`src/rtl/rmw_pkg.sv`:
```
// rtl/rmw_pkg.sv - shared word-store client definitions
//
// Purpose: widths, default read latency and FSM state encoding shared by the
// distributor clients of the 1024x12 word store.
// Ports: none (package).
package rmw_pkg;

  localparam int WORD_W     = 12;
  localparam int ADDR_W     = 10;
  localparam int RD_LAT_DEF = 3;

  typedef enum logic [1:0] {
    IDLE    = 2'd0,
    RD_WAIT = 2'd1,
    WRITE   = 2'd2,
    HOLD    = 2'd3
  } rmw_state_t;

endpackage

```
`src/rtl/rmw_word_writer.sv`:
```
// rtl/rmw_word_writer.sv - masked read-modify-write client for the word store
//
// Purpose: accepts one masked word update per request, reads the stored word
// through the distributor old-word path, merges the masked bits and writes
// the result back, holding busy (the distributor grant) for the whole
// transaction.
// Optional feature macro: FULL_MASK_BYPASS_EN -- a request with an all-ones
// mask skips the read and writes req_data directly.
// Ports:
//   clk, reset                       clock, synchronous active-high reset
//   req, req_addr, req_data, req_mask  update request (level, sampled in IDLE)
//   ack, done                        one-cycle accept / completion pulses
//   busy                             distributor grant line
//   wrdOut, wrdAddr, wren            write path to the store
//   oldWrd, oldWrdAddr, oldRdEn      read path from the store
module rmw_word_writer
  import rmw_pkg::*;
#(
  parameter int RD_LAT = RD_LAT_DEF
) (
  input  logic              clk,
  input  logic              reset,
  input  logic              req,
  input  logic [ADDR_W-1:0] req_addr,
  input  logic [WORD_W-1:0] req_data,
  input  logic [WORD_W-1:0] req_mask,
  output logic              ack,
  output logic              done,
  output logic              busy,
  output logic [WORD_W-1:0] wrdOut,
  output logic [ADDR_W-1:0] wrdAddr,
  output logic              wren,
  input  logic [WORD_W-1:0] oldWrd,
  output logic [ADDR_W-1:0] oldWrdAddr,
  output logic              oldRdEn
);

  localparam logic [2:0] LAT_LOAD = 3'(RD_LAT - 1);

  rmw_state_t        state_q, state_d;
  logic [2:0]        cnt_q, cnt_d;
  logic [ADDR_W-1:0] addr_q, addr_d;
  logic [WORD_W-1:0] data_q, data_d;
  logic [WORD_W-1:0] mask_q, mask_d;
  logic              ack_q, ack_d;
  logic              done_q, done_d;
  logic              busy_q, busy_d;
  logic              wren_q, wren_d;
  logic              rd_en_q, rd_en_d;
  logic [WORD_W-1:0] wrd_out_q, wrd_out_d;
  logic [ADDR_W-1:0] wrd_addr_q, wrd_addr_d;
  logic [ADDR_W-1:0] old_addr_q, old_addr_d;

  always_comb begin
    state_d    = state_q;
    cnt_d      = cnt_q;
    addr_d     = addr_q;
    data_d     = data_q;
    mask_d     = mask_q;
    ack_d      = 1'b0;
    done_d     = 1'b0;
    busy_d     = busy_q;
    wren_d     = 1'b0;
    rd_en_d    = 1'b0;
    wrd_out_d  = wrd_out_q;
    wrd_addr_d = wrd_addr_q;
    old_addr_d = old_addr_q;

    unique case (state_q)
      IDLE: begin
        if (req) begin
          addr_d = req_addr;
          data_d = req_data;
          mask_d = req_mask;
          ack_d  = 1'b1;
          busy_d = 1'b1;
`ifdef FULL_MASK_BYPASS_EN
          if (&req_mask) begin
            // Every bit is replaced, so the stored word is irrelevant.
            wren_d     = 1'b1;
            wrd_out_d  = req_data;
            wrd_addr_d = req_addr;
            state_d    = WRITE;
          end else begin
            rd_en_d    = 1'b1;
            old_addr_d = req_addr;
            cnt_d      = LAT_LOAD;
            state_d    = RD_WAIT;
          end
`else
          rd_en_d    = 1'b1;
          old_addr_d = req_addr;
          cnt_d      = LAT_LOAD;
          state_d    = RD_WAIT;
`endif
        end
      end
      RD_WAIT: begin
        // Counter reaches 0 exactly on the edge where oldWrd is valid.
        if (cnt_q == 3'd0) begin
          wrd_out_d  = (oldWrd & ~mask_q) | (data_q & mask_q);
          wrd_addr_d = addr_q;
          wren_d     = 1'b1;
          state_d    = WRITE;
        end else begin
          cnt_d = cnt_q - 3'd1;
        end
      end
      WRITE: begin
        // Keep the grant one more cycle so the distributor registers the write.
        state_d = HOLD;
      end
      HOLD: begin
        busy_d  = 1'b0;
        done_d  = 1'b1;
        state_d = IDLE;
      end
      default: state_d = IDLE;
    endcase
  end

  always_ff @(posedge clk) begin
    if (reset) begin
      state_q    <= IDLE;
      cnt_q      <= 3'd0;
      addr_q     <= '0;
      data_q     <= '0;
      mask_q     <= '0;
      ack_q      <= 1'b0;
      done_q     <= 1'b0;
      busy_q     <= 1'b0;
      wren_q     <= 1'b0;
      rd_en_q    <= 1'b0;
      wrd_out_q  <= '0;
      wrd_addr_q <= '0;
      old_addr_q <= '0;
    end else begin
      state_q    <= state_d;
      cnt_q      <= cnt_d;
      addr_q     <= addr_d;
      data_q     <= data_d;
      mask_q     <= mask_d;
      ack_q      <= ack_d;
      done_q     <= done_d;
      busy_q     <= busy_d;
      wren_q     <= wren_d;
      rd_en_q    <= rd_en_d;
      wrd_out_q  <= wrd_out_d;
      wrd_addr_q <= wrd_addr_d;
      old_addr_q <= old_addr_d;
    end
  end

  assign ack        = ack_q;
  assign done       = done_q;
  assign busy       = busy_q;
  assign wren       = wren_q;
  assign oldRdEn    = rd_en_q;
  assign wrdOut     = wrd_out_q;
  assign wrdAddr    = wrd_addr_q;
  assign oldWrdAddr = old_addr_q;

endmodule
```
`config.mk`:
```
export PLATFORM = sky130hd
export DESIGN_NAME = rmw_word_writer
export DESIGN_NICKNAME = d
export VERILOG_FILES = /design/src/rtl/rmw_pkg.sv /design/src/rtl/rmw_word_writer.sv
export SDC_FILE = /design/constraint.sdc
export NUM_CORES = 1
export LEC_CHECK = 0
export CAP_MARGIN = 20
export CORE_MARGIN = 2
export CORE_UTILIZATION = 40
export DETAILED_ROUTE_END_ITERATION = 10
export HOLD_SLACK_MARGIN = 0.03
export MAX_ROUTING_LAYER = met4
export PLACE_DENSITY_LB_ADDON = 0.15
export REMOVE_ABC_BUFFERS = 1
export SLEW_MARGIN = 5
export SYNTH_ARGS = -nofsm -noshare
export SYNTH_HDL_FRONTEND = slang
export SYNTH_SLANG_ARGS = --single-unit
export TNS_END_PERCENT = 10
```
`constraint.sdc`:
```
create_clock -name clk -period 4.6 [get_ports clk]
set_input_delay 0.69 -clock clk [delete_from_list [all_inputs] [get_ports clk]]
set_output_delay 0.69 -clock clk [all_outputs]
set_load 0.02 [all_outputs]
```
==> Word-level counts from Yosys, hierarchy flattened <==
Index checks and enable logic that the tools add are counted.
{ "classes": {"n_addsub": 1, "eq_ne": 6, "mux": 11, "n_bitwise": 6, "reduce_logical": 11} }
{ "ops": {"columns": ["operator", "count"], "rows": [
  ["bitwise AND 12 bit", 2],
  ["NOT 12 bit", 1],
  ["bitwise OR 12 bit", 1],
  ["one-hot mux 2 bit (4 select lines)", 1],
  ["AND reduction 2 bit", 4],
  ["2-to-1 mux 3 bit", 2],
  ["inequality test 2 bit (second input constant)", 3],
  ["one-hot mux 3 bit (2 select lines)", 1],
  ["equality test 2 bit (second input constant)", 2],
  ["2-to-1 mux 1 bit", 4],
  ["2-to-1 mux 2 bit", 2],
  ["nonzero test 2 bit", 2],
  ["OR reduction 2 bit", 2],
  ["zero test 3 bit", 1],
  ["AND reduction 3 bit", 1],
  ["subtractor 3 x 1 -> 3 bit (second input constant)", 1],
  ["equality test 2 x 1 -> 1 bit (second input constant)", 1],
  ["zero test 2 bit", 1],
  ["NOT 1 bit", 2],
  ["one-hot mux 1 bit (2 select lines)", 1]
]} }
{ "word_totals": {"wordCells": 46, "inputBits": 49, "register_bits": 65} }

==> Depth between registers and ports, before layout <==
Gate-level depths: netlist of the first run.
{ "logic_depth": {"word_depth": 3, "depth_mapped": 8, "mapped_depth_nobuf": 5} }

==> Worst setup path after synthesis of the first run <==
Ideal clock, no wire load.
{ "synth_timing": {"path_type": "register -> register", "from": "reg state_q[1]", "to": "reg cnt_q[1]", "period_less_slack_ns": 1.491, "setup_slack_ns": 3.109, "path_stages_with_launch": 8, "t_arrival_ns": 1.420, "setup_ns": 0.070, "n_path_buf": 2, "cell_sequence": "dfxtp_1 > inv_1 > ha_1 > buf_4 > and3b_1 > buf_4 > a211o_1 > a21oi_1"} }
{ "synth_between": {"elab_chain_len": 3, "word_cells_on_any_way": 7, "classes_between": "eq/ne (3); mux (1); reduce/logical (3)"} }
{ "synth_lines": {"columns": ["item", "line", "text"], "rows": [
  ["start, declared", "rmw_word_writer.sv:40", "rmw_state_t state_q, state_d;"],
  ["start signal, assigned", "rmw_word_writer.sv:138", "state_q <= state_d;"],
  ["equality test 2 x 1 -> 1 bit or zero test 2 bit (tied branches)", "rmw_word_writer.sv:69", "unique case (state_q)"],
  ["inequality test 2 bit (no line) or nonzero test 2 bit (tied branches)", null, null],
  ["AND reduction 3 bit (no line)", null, null],
  ["end signal, assigned", "rmw_word_writer.sv:139", "cnt_q <= cnt_d;"],
  ["end, declared", "rmw_word_writer.sv:41", "logic [2:0] cnt_q, cnt_d;"]
]} }
Several ways; a longest one is shown, not always the timed one.
A chain may end at the register's enable or synchronous reset.

==> Worst setup path after layout of the first run <==
{ "layout_timing": {"from": "reg state_q[1]", "to": "reg wrd_out_q[1] (netlist: wrdOut[1])"} }
{ "layout_between": {"elab_chain_len": 2} }
{ "layout_lines": {"columns": ["item", "line", "text"], "rows": [
  ["equality test 2 x 1 -> 1 bit", "rmw_word_writer.sv:69", null],
  ["AND reduction 2 bit (no line)", null, null],
  ["end signal, assigned", "rmw_word_writer.sv:148", "wrd_out_q <= wrd_out_d;"],
  ["end, declared", "rmw_word_writer.sv:50", "logic [WORD_W-1:0] wrd_out_q, wrd_out_d;"]
]} }
Every way passes these cells.

==> results of run 1 <==
==> through the flow <==
stage | setup WS, ns | hold WS [ns] | instances | utilization, % | area [um2]
2_1_floorplan | 2.79 | 0.430 | 278 | - | 2410
3_3_place_gp | 2.32 | 0.441 | 442 | 56.4 | 3380
3_5_place_dp | 2.27 | 0.447 | 442 | 56.4 | 3380
4_1_cts | 2.46 | 0.457 | 457 | 60.2 | 3610
5_1_grt | 2.27 | 0.474 | 457 | 60.2 | 3610
6_report | 2.48 | 0.454 | 457 | 60.2 | 3610
==> sequential cells by signal, indices dropped and copies added (netlist names) <==
name        count
state_q         2
oldRdEn         1
done            1
mask_q         12
data_q         12
oldWrdAddr     10
cnt_q           3
busy            1
wrdOut         12
wren            1
wrdAddr        10
==> kinds of logic (layout without fill, tap and decap cells) <==
family,after synthesis,in the layout,synth area share [%]
AOI/OAI and AO/OA,66,66,14.6
adders and majority gates,7,7,3.49
DFF,65,65,51.8
buffers and inverters,27,110,4.94
muxes,15,15,5.98
and+or+nand+nor,119,119,19.2
==> worst paths after layout <==
check                           startpoint    endpoint  slack, ns  cells past startpoint
worst max-delay path            state_q[1]   wrdOut[1]       2.48                      6
worst min-delay path            wrdAddr[7]  wrdAddr[7]       0.45                      2
worst min register to register  wrdAddr[7]  wrdAddr[7]       0.45                      2
worst max register to register  state_q[1]   wrdOut[1]       2.48                      6
==> cells in the mapped netlist, types with 2 or more instances <==
cell type	number	area (um2)
sky130_fd_sc_hd__a211oi_1	12	90.1
sky130_fd_sc_hd__a21oi_1	48	240
sky130_fd_sc_hd__buf_2	6	30.0
sky130_fd_sc_hd__buf_4	4	30.0
sky130_fd_sc_hd__clkbuf_1	11	41.3
sky130_fd_sc_hd__dfxtp_1	65	1300
sky130_fd_sc_hd__ha_1	7	87.6
sky130_fd_sc_hd__inv_1	6	22.5
sky130_fd_sc_hd__mux2i_1	15	150
sky130_fd_sc_hd__nand2_1	95	357
sky130_fd_sc_hd__nor2_1	15	56.3
sky130_fd_sc_hd__nor2b_1	2	12.5
sky130_fd_sc_hd__o21ai_0	4	20.0
==> worst register-to-register path, cell delays in order (launching register included) <==
cell and delay (ns):
sky130_fd_sc_hd__dfxtp_1 0.34, sky130_fd_sc_hd__inv_1 0.11, sky130_fd_sc_hd__ha_1 0.32, sky130_fd_sc_hd__and3b_1 0.61, sky130_fd_sc_hd__buf_4 0.37, sky130_fd_sc_hd__nor2_1 0.08
sky130_fd_sc_hd__a211oi_1 0.21
==> power by group through the flow <==
stage               combinational, mW  clock, mW  sequential, mW
floorplan                       0.347          0           0.868
global placement                0.741          0           0.781
detailed placement              0.759          0           0.784
CTS                             0.761      0.567           0.773
global route                    0.829      0.596           0.790
finish                          0.749      0.554           0.771
==> cell type report <==
| type | instances | area [um2] |
|---|---|---|
| Fill cell | 568 | 2380 |
| Sequential cell | 65 | 1300 |
| Multi-Input combinational cell | 207 | 1080 |
| Timing Repair Buffer | 89 | 876 |
| Clock buffer | 13 | 169 |
| Tap cell | 75 | 93.8 |
| Clock inverter | 2 | 60.1 |
| Inverter | 6 | 22.5 |
==> per-layer routing <==
layer	up-vias	global-route usage, %	part of all wire [%]
li1	1141	-	-
met3	8	5.86	5.8
met5	-	-	0
met1	1016	18.8	42
met4	0	7.75	1.0
met2	54	30.6	51
==> results_dict.tcl, run 1 <==
set metrics [dict create \
    run_status "completed" \
    part_of_the_cycle_the_worst_path_needs_pct 46.1 \
    internal_power_mw 1.37 \
    critical_path.slowest_cell "sky130_fd_sc_hd__and3b_1" \
    detail_route.iter0.violations 100 \
    timing_max_transition_violations_final 0 \
    num_io_pins 86 \
    tritoncts "done" \
    startpoint_type "flop" \
    setup_viol 0 \
    power.switching_mw 0.707 \
    postSynth.topFlopCell "sky130_fd_sc_hd__dfxtp_1" \
    core_region_area_um2 5990 \
    htree_num_levels 3 \
    dr.pass1.iters 4 \
    detailroute.via_count 2219 \
    power_density_nw_per_um2 575 \
    die_x_um 83.2 \
    hp-class "reg2reg" \
    worstSkewPairLatency_ns 0.34 \
    gp_congestion 0.769 \
    worstMarginPinSlew_ns 0.619 \
    clock_tree.buffer_depth 2 \
    number_of_global_route_vias_before_repair 2138 \
    placement_rows 28 \
    cell_class_contributing_the_biggest_share_of_worst_path_delay "simple AND/OR/NAND/NOR gates" \
    postCtsSetupBuffers 0 \
    worst_path_largest_cell_delay_ns 0.61 \
    postCtsResizedCells 0 \
    gr-total-overflow 0 \
    detailed_place_hpwl_um 4020 \
    io_port_bufs 85 \
    totalPowerFinal_mw 2.07 \
    p_comb_share_pct 36.1 \
    rsz_0062_raised_after_global_routing "false" \
    power.static_leakage_nw 1.33 \
    worst_setup_hold_path_clk_slew_ns 0.07 \
    cts.root.buffer_cell "sky130_fd_sc_hd__clkbuf_8" \
    setup.worst_path.class "reg2reg" \
    layout.cells.most_common_list "95 x sky130_fd_sc_hd__nand2_1, 84 x sky130_fd_sc_hd__clkdlybuf4s50_1, 65 x sky130_fd_sc_hd__dfxtp_1, 48 x sky130_fd_sc_hd__a21oi_1" \
    timing.critical_path.buf_inv 2 \
    grt_pass1_wl_um 9630 \
    layout.nets 434 \
    areaGrowthSynthToFinish_pct 43.7 \
    syn_inst 299 \
    number_of_enable_type_register_cells_in_the_synthesized_netlist 0 \
    clock_power_share_pct 26.7 \
    yosysWarningCount 0 \
    n_antenna_cell 0 \
    detail_route.wirelength_um 5770 \
    post_cts_hold_fix_bufs 0 \
    post_synth_num_cell_types 22 \
    irDropWorstVdd_uv 317 \
    cts-buffers-inserted 9 \
    floorplan.die_area_um2 6920 \
    synth.avg_cell_area_um2 8.39 \
    power.sequential.fraction_pct 37.2 \
    setup_crit_end_kind "flop" \
    route.antenna.remaining_nets 0 \
    normalized_max_slew_margin_pct 58.8 \
    postSynth.asyncResetShare_pct 0 \
    cp_data_required_time_ns 4.85 \
    crit_chain "inv_1, ha_1, and3b_1, buf_4, nor2_1, a211oi_1" \
    clock_sinks 65 \
    grt_start_max_net_pins 50 \
    share_of_post_route_cells_with_drive_strength_above_1_pct 4.97 \
    die-height_um 83.2 \
    final_hold_viol_count 0 \
    start_util_pct 41.9 \
    swShare_pct 34.1 \
    fmax_mhz 472 \
    drt_drc_violations_left 0 \
    timing.clock.skew_ns 0.00533 \
    avgViaCountPerCell 4.86 \
    final_common_cell "sky130_fd_sc_hd__nand2_1" \
    final.min_clock_period_ns 2.12 \
    avgRoutedWirePerCell_um 12.6 \
    synth_seq_cells 65 \
    setup_tns_ns 0 \
    netlist_area_um2 2510 \
    worstPathArrival_ns 2.37 \
    grt_antenna_before_repair 0 \
    synth_seq_area_share_pct 51.8 \
    critical_path_peak_fanout 20 \
    track_usage_pct 17.9 \
    maxCapViolCount 0 \
]
Power figures use the tool's default switching activity.
==> inputs of run 2 (changes only) <==
==> constraint.sdc (replaced) <==
create_clock -name clk -period 2.2 [get_ports clk]
set_input_delay 0.33 -clock clk [delete_from_list [all_inputs] [get_ports clk]]
set_output_delay 0.33 -clock clk [all_outputs]
set_load 0.02 [all_outputs]
==> run 2 against run 1 <==
  * First-iteration DRC count increased by 26%
  * Hold slack got worse by 0.097 ns
  * Design area increased by 0.42%
  * Combinational power increased by 110%
  * Sequential share of layout area decreased by 0.15 points
  * Total power increased by 100%
  * Register-to-register slack got worse by 2.0 ns
  * Clock-buffer cell count decreased by 2
  * Cell count increased by 0.88%
  * Non-clock buffer count increased by 3
  * Sequential power increased by 110%
  * Critical path type unchanged
==> results_dict.tcl, run 2 (same netlist as run 1, synthesis figures left out) <==
set metrics [dict create \
    maxCapViolCount 0 \
    postCtsSetupBuffers 0 \
    cts.root.buffer_cell "sky130_fd_sc_hd__clkbuf_8" \
    run_status "completed" \
    layout.nets 437 \
    crit_chain "inv_1, ha_1, mux2i_1, or4_1, a21oi_1" \
    avgViaCountPerCell 4.72 \
    io_port_bufs 85 \
    irDropWorstVdd_uv 599 \
    finish.instance_area_um2 3620 \
    placement_rows 28 \
    postCtsResizedCells 0 \
    timing.clock.skew_ns 0.00610 \
    detailed_place_hpwl_um 3970 \
    power.sequential.fraction_pct 38.2 \
    grt_antenna_before_repair 0 \
    htree_num_levels 3 \
    post_cts_hold_fix_bufs 0 \
    n_antenna_cell 0 \
    avgRoutedWirePerCell_um 12.3 \
    rsz_0062_raised_after_global_routing "false" \
    setup_tns_ns 0 \
    worstSkewPairLatency_ns 0.34 \
    power_density_nw_per_um2 1160 \
    internal_power_mw 2.72 \
    finish.utilization_pct 60.5 \
    critical_path_peak_fanout 9 \
    regToRegSetupSlack_ns 0.51 \
    timing.critical_path.buf_inv 1 \
    worst_hold_path.num_cells 2 \
    p_comb_share_pct 38.2 \
    number_of_global_route_vias_before_repair 2042 \
    fmax_mhz 591 \
    drt_drc_violations_left 0 \
    reg2regPathDepth 5 \
    hp-class "in2reg" \
    timing.hold.worst.start "reset" \
    worstMarginPinSlew_ns 0.493 \
    gp_congestion 0.716 \
    setup.worst_path.class "reg2reg" \
    cell_class_contributing_the_biggest_share_of_worst_path_delay "simple AND/OR/NAND/NOR gates" \
    gr-total-overflow 0 \
    power.static_leakage_nw 1.33 \
    timing_max_transition_violations_final 0 \
    die-height_um 83.2 \
    die_x_um 83.2 \
    setup_crit_end_kind "flop" \
    final_cells 461 \
    areaGrowthSynthToFinish_pct 44.3 \
    share_of_post_route_cells_with_drive_strength_above_1_pct 5.96 \
    dpl_cell_area_um2 3430 \
    critical_path.reg2reg.startpoint "state_q[1]" \
    layout.cells.most_common_list "95 x sky130_fd_sc_hd__nand2_1, 84 x sky130_fd_sc_hd__clkdlybuf4s50_1, 65 x sky130_fd_sc_hd__dfxtp_1, 48 x sky130_fd_sc_hd__a21oi_1" \
    worstPathArrival_ns 1.96 \
    grt_pass1_wl_um 9540 \
    tritoncts "done" \
    power.switching_mw 1.49 \
    final.min_clock_period_ns 1.69 \
    normalized_max_slew_margin_pct 67.0 \
    num_io_pins 86 \
    detail_route.iter0.violations 126 \
    swShare_pct 35.4 \
    worst_path_largest_cell_delay_ns 0.50 \
    clock_tree.buffer_depth 2 \
    startpoint_type "flop" \
    crit-reg2reg-capture "cnt_q[2]" \
    dpl.cell_count 445 \
    clock_sinks 65 \
    part_of_the_cycle_the_worst_path_needs_pct 76.9 \
    final_common_cell "sky130_fd_sc_hd__nand2_1" \
    detailroute.via_count 2176 \
    dr.pass1.iters 4 \
    track_usage_pct 17.7 \
    detail_route.wirelength_um 5690 \
    holdPathEnd "done" \
    cp_data_required_time_ns 2.47 \
    floorplan.die_area_um2 6920 \
    critical_path.slowest_cell "sky130_fd_sc_hd__or4_1" \
    grt_start_max_net_pins 36 \
    setup_viol 0 \
    worst_setup_hold_path_clk_slew_ns 0.07 \
    core_region_area_um2 5990 \
    clock_power_share_pct 23.6 \
    route.antenna.remaining_nets 0 \
    start_util_pct 41.9 \
    cts-buffers-inserted 9 \
    final_hold_viol_count 0 \
]
run 2: worst reg2reg max path: stages, from the launching register on:
cell and delay, ns:
sky130_fd_sc_hd__dfxtp_1 0.34, sky130_fd_sc_hd__inv_1 0.11, sky130_fd_sc_hd__ha_1 0.33, sky130_fd_sc_hd__mux2i_1 0.22
sky130_fd_sc_hd__or4_1 0.50, sky130_fd_sc_hd__a21oi_1 0.13
run 2: power by group through the flow:
stage                     sequential, mW  combinational, mW  clock [mW]
after floorplan                     1.81              0.727           0
after global placement              1.64               1.60           0
after detailed placement            1.64               1.62           0
after CTS                           1.62               1.63        1.03
after global routing                1.65               1.78        1.10
final                               1.61               1.61       0.993
run 2: cell type report:
cell class | instances | area [um2]
Sequential cell | 65 | 1300
Inverter | 6 | 22.5
Clock inverter | 5 | 55.1
Multi-Input combinational cell | 207 | 1080
Tap cell | 75 | 93.8
Timing Repair Buffer | 92 | 923
Fill cell | 549 | 2370
Clock buffer | 11 | 141
run 2: worst max path at each step:
stage	slack [ns]	cells after the start	from	endpoint
after floorplan	0.39	5	state_q[1]	cnt_q[1]
after global placement	0.51	5	req	mask_q[0]
after detailed placement	0.47	5	req	data_q[11]
after CTS	0.51	1	oldWrdAddr[1]	oldWrdAddr[1]
after global routing	0.39	5	state_q[1]	cnt_q[2]
final	0.51	5	state_q[1]	cnt_q[2]
run 2: routing by layer:
layer | vias up | GRT usage [%] | routed length (um)
met5 | - | - | 0
met4 | 0 | 6.71 | 26
met3 | 2 | 5.47 | 257
met2 | 43 | 27.3 | 2690
met1 | 984 | 21.7 | 2710
li1 | 1147 | - | -
run 2: metrics by stage:
step           total power, mW  hold slack (ns)  setup slack (ns)
2_1_floorplan             2.54            0.397             0.393
3_3_place_gp              3.24            0.442             0.506
3_5_place_dp              3.26            0.448             0.474
4_1_cts                   4.27            0.347             0.514
5_1_grt                   4.53            0.368             0.385
6_report                  4.22            0.357             0.507
==> inputs of run 3 (changes only) <==
==> constraint.sdc (replaced) <==
create_clock -name clk -period 1.74 [get_ports clk]
set_input_delay 0.261 -clock clk [delete_from_list [all_inputs] [get_ports clk]]
set_output_delay 0.261 -clock clk [all_outputs]
set_load 0.02 [all_outputs]
==> run 3 against run 2 <==
  * Sequential cell count did not move
  * Highest routed layer unchanged
  * Total power rose by 33%
  * Die area did not move
==> results_dict.tcl, run 3 (same netlist as run 1, synthesis figures left out) <==
set metrics [dict create \
    run_status "completed" \
    fillers 535 \
    gp_congestion 0.731 \
    grt_pass1_wl_um 9790 \
    grt_start_max_net_pins 53 \
    power.static_leakage_nw 1.36 \
    io_port_bufs 85 \
    setup.worst_path.class "reg2out" \
    cp_data_required_time_ns 1.48 \
    dpl.cell_count 448 \
    irDropWorstVdd_uv 1030 \
    final_cells 464 \
    timing.clock.skew_ns 0.00483 \
    startpoint_type "flop" \
    drt_drc_violations_left 0 \
    share_of_post_route_cells_with_drive_strength_above_1_pct 6.94 \
    cell_class_contributing_the_biggest_share_of_worst_path_delay "buffers and inverters" \
    crit_chain "clkdlybuf4s50_1" \
    maxCapViolCount 0 \
    gr-total-overflow 0 \
    core_region_area_um2 5990 \
    critical_path_peak_fanout 3 \
    start_util_pct 41.9 \
    grt_antenna_before_repair 0 \
    avgViaCountPerCell 4.82 \
    critical_path.slowest_cell "sky130_fd_sc_hd__clkdlybuf4s50_1" \
    fin_worst_hold_slack_ns 0.185 \
    floorplan.die_area_um2 6920 \
    normalized_max_slew_margin_pct 70.1 \
    avgRoutedWirePerCell_um 12.5 \
    finish.instance_area_um2 3680 \
    placement_rows 28 \
    detail_route.wirelength_um 5790 \
    detailed_place_hpwl_um 4010 \
    layout.cells.most_common_list "95 x sky130_fd_sc_hd__nand2_1, 84 x sky130_fd_sc_hd__clkdlybuf4s50_1, 65 x sky130_fd_sc_hd__dfxtp_1, 48 x sky130_fd_sc_hd__a21oi_1" \
    cts.root.buffer_cell "sky130_fd_sc_hd__clkbuf_8" \
    final_common_cell "sky130_fd_sc_hd__nand2_1" \
    worst_hold_path.num_cells 2 \
    timing.critical_path.buf_inv 1 \
    track_usage_pct 17.8 \
    crit-reg2reg-capture "cnt_q[2]" \
    regToRegSetupSlack_ns 0.19 \
    startpoint "oldWrdAddr[1]" \
    crit_cells 1 \
    timing.final.ws_setup_ns 0.138 \
    n_antenna_cell 0 \
    clock_sinks 65 \
    worst_path_largest_cell_delay_ns 0.63 \
    worst_setup_endpoint "oldWrdAddr[1]" \
    cts-buffers-inserted 9 \
    timing.hold.worst.start "reset" \
    worstMarginPinSlew_ns 0.447 \
    final.min_clock_period_ns 1.60 \
    worst_setup_hold_path_clk_slew_ns 0.07 \
    postCtsResizedCells 0 \
    die-height_um 83.2 \
    die_x_um 83.2 \
    dr.pass1.iters 4 \
    detailroute.via_count 2236 \
    detail_route.iter0.violations 86 \
    layout.nets 440 \
    reg2regPathDepth 5 \
    route.antenna.remaining_nets 0 \
    postCtsSetupBuffers 0 \
    setup_crit_end_kind "output port" \
    preCtsSetupSlack_ns 0.187 \
    setup_viol 0 \
    rsz_0062_raised_after_global_routing "false" \
    fmax_mhz 624 \
    number_of_global_route_vias_before_repair 2149 \
    critical_path.reg2reg.startpoint "state_q[0]" \
    part_of_the_cycle_the_worst_path_needs_pct 92.1 \
    clock_tree.buffer_depth 2 \
    htree_num_levels 3 \
    timing_max_transition_violations_final 0 \
    tritoncts "done" \
    dpl_cell_area_um2 3450 \
    worstPathArrival_ns 1.34 \
    hp-class "in2reg" \
    areaGrowthSynthToFinish_pct 46.5 \
    final_hold_viol_count 0 \
    num_io_pins 86 \
    worstSkewPairLatency_ns 0.33 \
    post_cts_hold_fix_bufs 0 \
    power_density_nw_per_um2 1530 \
]
==> run 3: worst min-delay path by stage <==
stage / end / slack, ns
global route: data_q[8] / 0.18
floorplan: done / 0.33
CTS: data_q[8] / 0.17
global placement: wrdAddr[8] / 0.44
detailed placement: wrdAddr[0] / 0.45
finish: data_q[8] / 0.19
==> run 3: area by class of cell <==
class,instances,area (um2),area share (%)
Tap cell,75,93.8,2.55
Multi-Input combinational cell,207,1080,29.5
Timing Repair Buffer,95,946,25.7
Clock inverter,5,77.6,2.11
Sequential cell,65,1300,35.4
Inverter,6,22.5,0.612
Clock buffer,11,151,4.12
==> run 3: metrics by stage <==
step / utilization, % / setup TNS (ns) / power, mW
final: 61.4 / 0 / 5.61
after detailed placement: 57.6 / 0 / 4.21
after global routing: 61.4 / 0 / 5.98
after global placement: 57.6 / 0 / 4.15
after CTS: 61.4 / 0 / 5.67
after floorplan: - / -0.448 / 3.21
==> run 3: power by group <==
part / total (mW) / switching (mW) / internal (mW)
Combinational: 2.12 / 1.16 / 0.959
Clock: 1.45 / 0.569 / 0.880
Sequential: 2.04 / 0.204 / 1.84
==> run 3: layer usage <==
layer / up-vias / global-route usage [%] / wire length [um] / part of all wire [%]
met1: 1018 / 19.4 / 2430 / 42
met2: 55 / 30.2 / 2960 / 51
met4: 0 / 4.92 / 49 / 0.85
met3: 6 / 6.86 / 348 / 6.0
met5: - / - / 0 / 0
li1: 1157 / - / - / -
